===== config.mk =====
export PLATFORM = sky130hd
export DESIGN_NAME = fetch_queue
export DESIGN_NICKNAME = d
export VERILOG_FILES = /design/src/rtl/fq_pkg.sv /design/src/rtl/fq_ring.sv /design/src/rtl/fetch_queue.sv
export SDC_FILE = /design/constraint.sdc
export NUM_CORES = 1
export LEC_CHECK = 0
export ABC_AREA = 1
export CORE_MARGIN = 2
export CORE_UTILIZATION = 50
export CTS_CLUSTER_DIAMETER = 60
export DETAILED_ROUTE_END_ITERATION = 8
export GPL_TIMING_DRIVEN = 0
export PLACE_DENSITY = 0.76
export SKIP_LAST_GASP = 1
export SYNTH_ARGS = -nofsm -noshare
export SYNTH_HDL_FRONTEND = slang
export SYNTH_SLANG_ARGS = --single-unit

===== constraint.sdc =====
create_clock -name clk -period 3.3 [get_ports clk]
set_input_delay 0.66 -clock clk [delete_from_list [all_inputs] [get_ports clk]]
set_output_delay 0.66 -clock clk [all_outputs]
set_load 0.005 [all_outputs]

===== src/rtl/fq_pkg.sv =====
// Shared widths, entry type and PC helper for the instruction fetch queue.
package fq_pkg;

    localparam int ADDR_W  = 11;
    localparam int INSTR_W = 32;
    localparam logic [INSTR_W-1:0] NOP_INSTR = 32'h0000_0000;

    typedef struct packed {
        logic [ADDR_W-1:0]  pc;
        logic [INSTR_W-1:0] instr;
    } fq_entry_t;

    function automatic logic [ADDR_W-1:0] pc_inc(input logic [ADDR_W-1:0] pc);
        return pc + 11'd1;
    endfunction

endpackage


===== src/rtl/fq_ring.sv =====
// DEPTH-entry ring buffer holding fetched words with their PC.
// Flush drops all entries at once; push and pop may coincide at any occupancy.
module fq_ring
    import fq_pkg::*;
#(
    parameter int DEPTH = 4,
    localparam int PTR_W = $clog2(DEPTH),
    localparam int CNT_W = $clog2(DEPTH) + 1
) (
    input  logic             clk,
    input  logic             rst_n,
    input  logic             flush,
    input  logic             push,
    input  fq_entry_t        push_data,
    input  logic             pop,
    output fq_entry_t        head,
    output logic             empty,
    output logic [CNT_W-1:0] count
);

    fq_entry_t        mem_r [DEPTH];
    logic [PTR_W-1:0] wr_ptr_r;
    logic [PTR_W-1:0] rd_ptr_r;
    logic [CNT_W-1:0] count_r;

    // Pointer and occupancy bookkeeping; flush takes priority over push/pop.
    always_ff @(posedge clk) begin
        if (!rst_n) begin
            wr_ptr_r <= '0;
            rd_ptr_r <= '0;
            count_r  <= '0;
        end else if (flush) begin
            wr_ptr_r <= '0;
            rd_ptr_r <= '0;
            count_r  <= '0;
        end else begin
            if (push) begin
                wr_ptr_r <= wr_ptr_r + PTR_W'(1'b1);
            end else begin
                wr_ptr_r <= wr_ptr_r;
            end
            if (pop) begin
                rd_ptr_r <= rd_ptr_r + PTR_W'(1'b1);
            end else begin
                rd_ptr_r <= rd_ptr_r;
            end
            case ({push, pop})
                2'b10:   count_r <= count_r + CNT_W'(1'b1);
                2'b01:   count_r <= count_r - CNT_W'(1'b1);
                default: count_r <= count_r;
            endcase
        end
    end

    // Entry storage; contents are only visible through count, so no reset needed.
    always_ff @(posedge clk) begin
        if (push && !flush) begin
            mem_r[wr_ptr_r] <= push_data;
        end else begin
            mem_r[wr_ptr_r] <= mem_r[wr_ptr_r];
        end
    end

    assign head  = mem_r[rd_ptr_r];
    assign empty = (count_r == '0);
    assign count = count_r;

endmodule


===== src/rtl/fetch_queue.sv =====
// Instruction fetch stage: credit-limited sequential imem reads, fetch FIFO, redirect flush.
// Optional FQ_BYPASS_EN forwards a returning word straight to ID when the FIFO is empty.
module fetch_queue
    import fq_pkg::*;
#(
    parameter int                DEPTH    = 4,
    parameter int                MEM_LAT  = 1,
    parameter logic [ADDR_W-1:0] RESET_PC = 11'd0
) (
    input  logic                clk,
    input  logic                rst_n,
    output logic [ADDR_W-1:0]   im_addr,
    output logic                im_oen,
    input  logic [INSTR_W-1:0]  im_rdata,
    output logic [INSTR_W-1:0]  ir_out,
    output logic [ADDR_W-1:0]   pc_out,
    output logic                ir_valid,
    input  logic                ir_ready,
    input  logic                redirect,
    input  logic [ADDR_W-1:0]   redirect_pc
);

    localparam int CNT_W = $clog2(DEPTH) + 1;
    localparam int SUM_W = CNT_W + 3;

    logic [ADDR_W-1:0]  fetch_pc_r;
    logic [MEM_LAT-1:0] trk_valid_r;
    logic [ADDR_W-1:0]  trk_pc_r [MEM_LAT];

    logic [SUM_W-1:0]   inflight_s;
    logic [SUM_W-1:0]   credit_sum_s;
    logic               issue_s;
    logic               ret_valid_s;
    logic               byp_s;
    logic               push_s;
    logic               pop_s;
    logic               ring_empty_s;
    logic [CNT_W-1:0]   ring_count_s;
    fq_entry_t          ring_head_s;
    fq_entry_t          push_data_s;

    // Number of fetches still owed by imem, including the one returning now.
    always_comb begin
        inflight_s = '0;
        for (int i = 0; i < MEM_LAT; i++) begin
            if (trk_valid_r[i]) begin
                inflight_s = inflight_s + SUM_W'(1'b1);
            end else begin
                inflight_s = inflight_s;
            end
        end
    end

    assign credit_sum_s = inflight_s + SUM_W'(ring_count_s);
    assign issue_s      = rst_n & ~redirect & (credit_sum_s < SUM_W'(DEPTH));
    assign ret_valid_s  = trk_valid_r[MEM_LAT-1];

`ifdef FQ_BYPASS_EN
    assign byp_s = rst_n & ~redirect & ring_empty_s & ret_valid_s;
`else
    assign byp_s = 1'b0;
`endif

    // A bypassed word that ID takes immediately never enters storage.
    assign push_s      = rst_n & ~redirect & ret_valid_s & ~(byp_s & ir_ready);
    assign pop_s       = rst_n & ~redirect & ir_ready & ~ring_empty_s;
    assign push_data_s = '{pc: trk_pc_r[MEM_LAT-1], instr: im_rdata};

    // Fetch PC and tracker valid bits; redirect restarts the stream and drops in-flight data.
    always_ff @(posedge clk) begin
        if (!rst_n) begin
            fetch_pc_r  <= RESET_PC;
            trk_valid_r <= '0;
        end else if (redirect) begin
            fetch_pc_r  <= redirect_pc;
            trk_valid_r <= '0;
        end else begin
            if (issue_s) begin
                fetch_pc_r <= pc_inc(fetch_pc_r);
            end else begin
                fetch_pc_r <= fetch_pc_r;
            end
            trk_valid_r[0] <= issue_s;
            for (int i = 1; i < MEM_LAT; i++) begin
                trk_valid_r[i] <= trk_valid_r[i-1];
            end
        end
    end

    // Tracker PC shift; qualified by the valid bits so it needs no reset.
    always_ff @(posedge clk) begin
        trk_pc_r[0] <= fetch_pc_r;
        for (int i = 1; i < MEM_LAT; i++) begin
            trk_pc_r[i] <= trk_pc_r[i-1];
        end
    end

    fq_ring #(
        .DEPTH (DEPTH)
    ) u_ring (
        .clk       (clk),
        .rst_n     (rst_n),
        .flush     (redirect),
        .push      (push_s),
        .push_data (push_data_s),
        .pop       (pop_s),
        .head      (ring_head_s),
        .empty     (ring_empty_s),
        .count     (ring_count_s)
    );

    // imem request and ID-facing output mux; stored head wins over a bypassed word.
    always_comb begin
        im_addr  = fetch_pc_r;
        im_oen   = ~issue_s;
        ir_valid = 1'b0;
        ir_out   = NOP_INSTR;
        pc_out   = '0;
        if (!rst_n) begin
            im_addr = RESET_PC;
        end else if (!ring_empty_s) begin
            ir_valid = 1'b1;
            ir_out   = ring_head_s.instr;
            pc_out   = ring_head_s.pc;
        end else if (byp_s) begin
            ir_valid = 1'b1;
            ir_out   = im_rdata;
            pc_out   = trk_pc_r[MEM_LAT-1];
        end else begin
            ir_valid = 1'b0;
        end
    end

endmodule


# After elaboration in Yosys (flattened, before gate mapping)

Memories as Yosys holds them, arrays and structs flattened. A register that Yosys moved wholly into a read port is not among the register bits.
Index checks and enable logic that the tools add are counted.

Logic and storage cells: 51
Input port bits: 47
Memories: 2
Flip-flop bits (word level): 19
Bits in writable memories: 183
Output and inout port bits: 56

Memory list:

| memory       | words | bits a word | rd ports | clocked after Yosys merged registers in | wr ports | RTL line          | source |
|---|---|---|---|---|---|---|---|
| u_ring.mem_r | 4     | 43          | 1        | 1                                       | 1        | fq_ring.sv:21     | `fq_entry_t mem_r [DEPTH];` |
| trk_pc_r     | 1     | 11          | 1        | 0                                       | 1        | fetch_queue.sv:28 | `logic [ADDR_W-1:0] trk_pc_r [MEM_LAT];` |

Magnitude comparators: 1
Mux-type cells: 17
Eq/ne operators: 3
Bitwise operators: 10
Reductions and logical operators: 7
Add/sub/neg operators: 6

Operators by type and width:

| kind                                                                  | number |
|---|---|
| 32-bit two-way mux                                                    | 2 |
| 11-bit two-way mux                                                    | 5 |
| 43-bit two-way mux                                                    | 1 |
| 11-bit by 1-bit adder with 11-bit output (second input constant)      | 1 |
| 6-bit by 3-bit adder with 6-bit output                                | 1 |
| 6-bit by 3-bit < comparator with 1-bit output (second input constant) | 1 |
| 1-bit two-way mux                                                     | 6 |
| 3-bit case mux with 2 select lines                                    | 1 |
| 1-bit AND                                                             | 5 |
| 2-bit by 1-bit adder with 2-bit output (second input constant)        | 2 |
| 2-bit two-way mux                                                     | 2 |
| 1-bit inverter                                                        | 4 |
| 2-bit nonzero test                                                    | 2 |
| 3-bit by 1-bit adder with 3-bit output (second input constant)        | 1 |
| 3-bit zero test                                                       | 1 |
| 3-bit by 1-bit subtractor with 3-bit output (second input constant)   | 1 |
| 2-bit by 1-bit == test with 1-bit output (second input constant)      | 1 |
| 2-bit == test (second input constant)                                 | 1 |
| 2-bit AND reduction                                                   | 1 |
| 2-bit OR reduction                                                    | 1 |
| 1-bit logical AND                                                     | 1 |
| 1-bit zero test                                                       | 1 |
| 0-bit inequality test                                                 | 1 |
| 1-bit OR                                                              | 1 |

# Depth between registers and ports, before layout

Gate-level depths: netlist of run 1.

Depth after elaboration: 7
Mapped depth: 11
Mapped depth without buffers: 11

# Modules after synthesis

A second synthesis of run 1 with hierarchy kept.

Cell total of the unflattened synthesis: 744
Area, all modules: 8364.3 um^2

By module, submodules not included:

| module      | cells each | area each (um^2) | seq. area each (um^2) | times used |
|---|---|---|---|---|
| fq_ring     | 476        | 6809.0           | 5345.1                | 1 |
| fetch_queue | 268        | 1555.2           | 460.4                 | 1 |

# Worst setup path before layout of run 1

No wires, ideal clock.

Kind: in2reg
Start: input rst_n
End: memory u_ring.mem_r[0][0] (netlist bit), enable pin
Data required time: 2.856 ns
Buffers on the path: 0
Cell stages on the path: 4
Data arrival time: 2.831 ns
Setup time: 0.444 ns
Path slack: 0.026 ns
Path through: inv_2 nor2_8 nand2_1 nor2_1

Cells in the longest elaborated chain, start to end: 6
Elaborated cells on any way between the ends: 8
Classes of those cells: mux (3); bitwise (3); reduce/logical (2)

Ends and longest elaborated chain:

| item                                                                           | RTL line                     | source |
|---|---|---|
| start, declared                                                                | fetch_queue.sv:11            | `input logic rst_n,` |
| 1-bit AND (*) (2 in a row)                                                     | fetch_queue.sv:65            | `assign push_s = rst_n & ~redirect & ret_valid_s & ~(byp_s & ir_ready);` |
| 1-bit logical AND (*)                                                          | fq_ring.sv:57                | `if (push && !flush) begin` |
| 1-bit two-way mux (on tied branches)                                           | fq_ring.sv:57, fq_ring.sv:60 |  |
| 1-bit two-way mux (implied by the code) or 2-bit AND reduction (tied branches) | -                            |  |
| 1-bit OR (no line) (*)                                                         | -                            |  |
| end, declared                                                                  | fq_ring.sv:21                |  |

Mark *: on every way between the ends. The rest lies on a longest branch, timed or not.

==> flow_summary.yaml, run 1 <==
timing:
  final.setup_skew_ns: 0.0139
  period_share_pct: 98.3
  fin_crit_ns: 3.24
  max_slew_margin_pct: 37.0
  setup-violations-final: 0
  rsz0062_at_grt: "no"
  hold_viol: 0
  tightest_slew_ns: 0.943
  final-max-slew-violation-count: 0
  setup_tns_ns: 0
  fmax_mhz: 308
  layout_setup_ws_ns: 0.0570
worst_setup_path:
  critPathRequiredTime_ns: 2.64
  worst_setup_path_start_kind: "flip-flop"
  r2r_cells: 3
  slowest_delay_ns: 0.54
  cp_cell_sequence: "buf_2 -> clkinvlp_4 -> clkbuf_1 -> nor2_1 -> o21ai_0 -> a21oi_1 -> clkdlybuf4s50_1"
  critical-path-top-delay-family: "buffers and inverters"
  r2r-end: "u_ring.mem_r[0][4]"
  reg2reg_from: "ret_valid_s"
  crit_buf_inv: 4
  crit_arrival_ns: 2.58
  path_class: "reg2out"
  r2r_slack_ns: 1.30
  cpMaxStageDelayCell: "clkdlybuf4s50_1"
  cp_max_fo: 10
  end_kind: "primary output"
synth:
  synth_nets: 785
  synth.ff_latch_count: 204
  synth_area_um2: 8130
  synth_top_area_share_pct: 63.5
  yosys_warnings: 0
  yosysUniqueCellTypes: 21
  avgSynthCellArea_um2: 11.1
  synth.largest_area_cell: "edfxtp_1"
  synth_cells: 731
  seq_area_frac_synth_pct: 71.4
  synth_area_leaders: "edfxtp_1 64%, nor2_1 9.4%, dfxtp_1 7.9%, o21ai_0 5.8%, a21oi_1 3.6%"
clock_tree:
  post_cts_buffers: 0
  cts_buffers: 20
  cts_buffer_depth: 3
  clock_sinks: 204
  holdBufCountCts: 0
  cts_tree: "done"
  clk_latency_ns: 0.48
  root_buffer: "clkbuf_16"
  htree_levels: 1
  path_clk_slew_ns: 0.06
route:
  ant_nets: 0
  via_per_inst: 5.19
  routed_wl_mm: 17.9
  first_pass_iters: 5
  drtIter0Drc: 454
  detail_route.wl_per_cell_um: 16.5
  num_vias: 5650
  drc: 0
power_and_ir_drop:
  power_uw: 5180
  powerDensity_nw_per_um2: 506
  p_switching_uw: 1010
  p_clk_share_pct: 41.1
  pwr-share-comb_pct: 3.8
  seq_power_share_pct: 55.1
  p_leak_uw: 0.00367
  swShare_pct: 19.6
  irDropWorstVdd_v: 0.000332
  p_int_uw: 4170
final_layout:
  n_antenna_cell: 0
  regArea_um2: 5810
  multi_input_area_um2: 2070
  final_area_um2: 10200
  fillers: 1205
  area_growth_pct: 25.8
  finish.net_count: 913
  drive_gt1_share_pct: 8.13
global_route:
  use_met2_pct: 35.5
  met3_usage_pct: 3.28
  grt_max_degree: 29
  grt_pass1_vias: 5621
  grt_usage_pct: 20.3
  overflow: 0
  grt_pass1_wl_mm: 28.2
  use_met1_pct: 26.5
  antenna_found_initial: 0
  grt-busiest-layer: "met2"
run_status:
  status: "finished clean"
placement:
  place_area_um2: 9550
  dp_hpwl_mm: 11.1
  gp_congestion: 0.792
  place_ws_ns: -0.294
  portBuffers: 102
floorplan:
  fp.dieW_um: 132
  dieArea_um2: 17300
  die_y_um: 132
  pin_count: 103
  rows: 46
  core-area_um2: 15900
  initial_utilization_pct: 51.2
flow_run:
  cap_violations: 0
hold_path:
  holdPathStages: 0
  min_to: "trk_pc_r[0][5]"
  hold_class: "reg2reg"
  min_from: "fetch_pc_r[5]"
==> per-layer routing <==
metal / share of wire [%] / wire length (um)
met5: 0 / 0
met4: 1.5 / 264
met3: 6.5 / 1170
met2: 50 / 8890
met1: 42 / 7610
==> layout by cell type, fill, tap and decap left out, types with 7 or more instances in the layout <==
master           synthesis  layout
inv_1                   34      34
clkdlybuf4s50_1          0     101
clkbuf_2                 0       7
clkbuf_1                25      21
clkbuf_16                0      22
edfxtp_1               172     172
nand2_1                 59      59
o21ai_0                 94      94
nand3_1                 21      21
buf_2                   10       9
dfxtp_1                 32      32
a21oi_1                 58      53
nor2_1                 203     198
==> power by group through the flow <==
stage	Combinational (uW)	Sequential [uW]	Clock [uW]
2_1_floorplan	76.0	2900	0
3_3_place_gp	187	2910	0
3_5_place_dp	195	2910	0
4_1_cts	199	2850	2150
5_1_grt	220	2860	2240
6_report	198	2850	2130
==> synth_stat cells (all sizes together) <==
| library cell | number |
|---|---|
| a21oi | 58 |
| buf | 11 |
| clkbuf | 25 |
| clkinv | 5 |
| dfxtp | 32 |
| edfxtp | 172 |
| fa | 1 |
| ha | 6 |
| inv | 38 |
| nand2 | 59 |
| nand3 | 22 |
| nor2 | 205 |
| o21ai | 95 |
| o21bai | 1 |
| xnor2 | 1 |
==> state kept, by name, indices dropped and copies added (netlist names), named ones only <==
| register | flops |
|---|---|
| fetch_pc_r | 11 |
| ret_valid_s | 1 |
| trk_pc_r | 11 |
| u_ring.count | 3 |
| u_ring.mem_r | 172 |
| u_ring.rd_ptr_r | 2 |
| u_ring.wr_ptr_r | 2 |
==> per-stage QoR <==
step	hold slack [ns]	std cells	utilization, %
5_1_grt	0.368	1089	64.4
2_1_floorplan	0.326	731	-
6_report	0.353	1089	64.4
3_3_place_gp	0.331	1049	59.3
4_1_cts	0.353	1089	64.3
3_5_place_dp	0.339	1053	60.1
==> cell families (layout without fill, tap and decap cells) <==
| family | count (synthesis) | after routing | synth area share [%] |
|---|---|---|---|
| XOR/XNOR | 1 | 1 | 0.108 |
| AO/OA/AOI/OAI | 154 | 154 | 9.51 |
| AND/OR/NAND/NOR | 286 | 286 | 13.9 |
| buffers and inverters | 79 | 221 | 3.89 |
| flip-flops | 204 | 204 | 71.4 |
| adder cells (fa/ha/maj) | 7 | 7 | 1.17 |
==> timing repair <==
action                                 4_1_cts  5_1_grt
resized for setup                           17       19
setup endpoints to repair                   40       39
endpoints found under the hold margin        0        0
==> worst max-delay path by stage <==
stage               slack (ns)  cells after the start      start            endpoint
floorplan                 0.03                      4      rst_n  u_ring.mem_r[0][0]
global placement         -2.05                      5      rst_n  u_ring.mem_r[1][9]
detailed placement       -0.29                      7      rst_n           pc_out[3]
CTS                      0.002                      7  flip-flop           pc_out[3]
global route            0.0009                      8  flip-flop           pc_out[3]
finish                    0.06                      7  flip-flop           ir_out[3]
==> cell type report <==
| class | instances | area share [%] |
|---|---|---|
| clock buffer | 31 | 5.81 |
| multi-input combinational | 448 | 20.2 |
| inverter | 43 | 1.64 |
| clock inverter | 5 | 0.245 |
| sequential | 204 | 56.7 |
| buffer | 36 | 1.81 |
| timing repair buffer | 106 | 10.9 |
| tap | 216 | 2.64 |
Note: power is estimated with default switching activity, not from simulation.
==> run 2: changes to the inputs <==
Settings changed: GPL_ROUTABILITY_DRIVEN set to 1, REMOVE_ABC_BUFFERS set to 1, SETUP_SLACK_MARGIN set to 0.05.
==> run 2 against run 1 <==
Largest cell class unchanged. First-iteration DRC count up 4.6%. Clock-buffer cell count down 5. Combinational power down 4%. Clock skew down 0.0030 ns. Non-clock buffer count down 33. Largest power group unchanged. Setup slack better by 0.15 ns. Hold slack better by 0.070 ns. Critical path type is now in2out. Sequential share of layout area up 0.38 points. Global-route usage down 1.1 points. Routed wire length down 5.2%. Critical path depth down 1.
==> flow_summary.yaml, run 2 (same netlist as run 1, synthesis figures left out) <==
power_and_ir_drop:
  seq_power_share_pct: 53.4
  swShare_pct: 19.0
  p_clk_share_pct: 43.0
  p_int_uw: 4330
  irDropWorstVdd_v: 0.000297
  p_leak_uw: 0.00361
  p_switching_uw: 1010
  pwr-share-comb_pct: 3.6
  powerDensity_nw_per_um2: 525
global_route:
  grt_usage_pct: 19.1
  grt_pass1_vias: 5283
  grt_pass1_wl_mm: 26.8
  grt_max_degree: 87
  antenna_found_initial: 0
  overflow: 0
timing:
  tightest_slew_ns: 0.955
  hold_viol: 0
  setup-violations-final: 0
  final-max-slew-violation-count: 0
  setup_tns_ns: 0
  layout_setup_ws_ns: 0.210
  final.setup_skew_ns: 0.0109
  fin_crit_ns: 3.09
  max_slew_margin_pct: 36.2
  fmax_mhz: 324
  period_share_pct: 93.6
  rsz0062_at_grt: "no"
route:
  via_per_inst: 5.19
  ant_nets: 0
  routed_wl_mm: 17.0
  first_pass_iters: 5
  detail_route.wl_per_cell_um: 16.1
  drtIter0Drc: 475
  num_vias: 5485
  drc: 0
final_layout:
  area_growth_pct: 25.2
  top_register: "u_ring.mem_r"
  mostFrequentLayoutCells: "198 x nor2_1, 172 x edfxtp_1, 101 x clkdlybuf4s50_1, 94 x o21ai_0, 59 x nand2_1"
  layout_commonest_cell: "nor2_1"
  layout.cells.non_filler: 1056
  final_area_um2: 10200
  drive_gt1_share_pct: 6.31
  largest_reg_flops: 172
  reg_top3: "u_ring.mem_r (172), fetch_pc_r (11), trk_pc_r (11)"
  post-route-util_pct: 64.1
  n_antenna_cell: 0
  finish.net_count: 881
clock_tree:
  clock_sinks: 204
  path_clk_slew_ns: 0.05
  cts_tree: "done"
  cts_buffer_depth: 3
  clk_latency_ns: 0.48
  cts_buffers: 21
  htree_levels: 1
  root_buffer: "clkbuf_16"
placement:
  gp_congestion: 0.838
  place_inst: 1018
  place_area_um2: 9410
  dp_hpwl_mm: 9.70
  portBuffers: 102
  place_ws_ns: -0.638
floorplan:
  initial_utilization_pct: 51.2
  pin_count: 103
  core-area_um2: 15900
  dieArea_um2: 17300
  rows: 46
  die_y_um: 132
  fp.dieW_um: 132
flow_run:
  cap_violations: 0
worst_setup_path:
  r2r_slack_ns: 1.30
  end_kind: "primary output"
  critPathRequiredTime_ns: 2.64
  crit_arrival_ns: 2.43
  worst_setup_path_start_kind: "input pin"
  cp_max_fo: 43
  path_class: "in2out"
run_status:
  status: "finished clean"
hold_path:
  hold_class: "reg2reg"
==> run 2: path summary, 6_finish.rpt <==
| path | cells after the start | end | start |
|---|---|---|---|
| worst max-delay path | 6 | pc_out[6] | rst_n |
| worst min-delay path | 0 | trk_pc_r[0][1] | fetch_pc_r[1] |
| worst max register to register | 3 | u_ring.mem_r[1][4] | ret_valid_s |
| worst min register to register | 0 | trk_pc_r[0][1] | fetch_pc_r[1] |
==> run 2: timing repair <==
item                       in CTS  in global routing
gates resized for setup        11                  3
setup endpoints to repair      43                 34
setup buffers                   1                  1
cloned                          0                  0
pin swaps                       0                  0
hold buffers                    0                  0
==> run 2: metal layers <==
| layer | part of all wire [%] | vias up | GRT usage, % |
|---|---|---|---|
| met4 | 1.1 | 0 | 3.50 |
| li1 | - | 2695 | - |
| met5 | 0 | - | 0 |
| met1 | 42 | 2592 | 25.2 |
| met2 | 50 | 177 | 33.2 |
| met3 | 7.2 | 21 | 4.05 |
==> run 2: cell type report <==
cell class              count  area [um^2]
fillers                  1212         5710
multi-input cells         448         2050
clock buffers              26          586
well taps                 216          270
clock inverters            10         97.6
flip-flops and latches    204         5810
inverters                  43          186
repair buffers            109         1180
==> run 2: stage by stage <==
step,total power (uW),hold WS [ns]
CTS,5390,0.424
floorplan,2970,0.376
finish,5340,0.423
global route,5510,0.427
detailed placement,3100,0.416
global placement,3090,0.414
==> run 2: critical path: stages <==
cell and delay (ns):
clkdlybuf4s15_2 0.35, inv_2 0.21, nor2_4 0.23, inv_6 0.17
a21oi_1 0.23, clkdlybuf4s50_1 0.56
==> run 2: power by group through the flow <==
stage	registers [uW]	clock network (uW)	logic [uW]
2_1_floorplan	2900	0	69.0
3_3_place_gp	2910	0	179
3_5_place_dp	2910	0	187
4_1_cts	2850	2350	190
5_1_grt	2860	2450	209
6_report	2850	2300	190
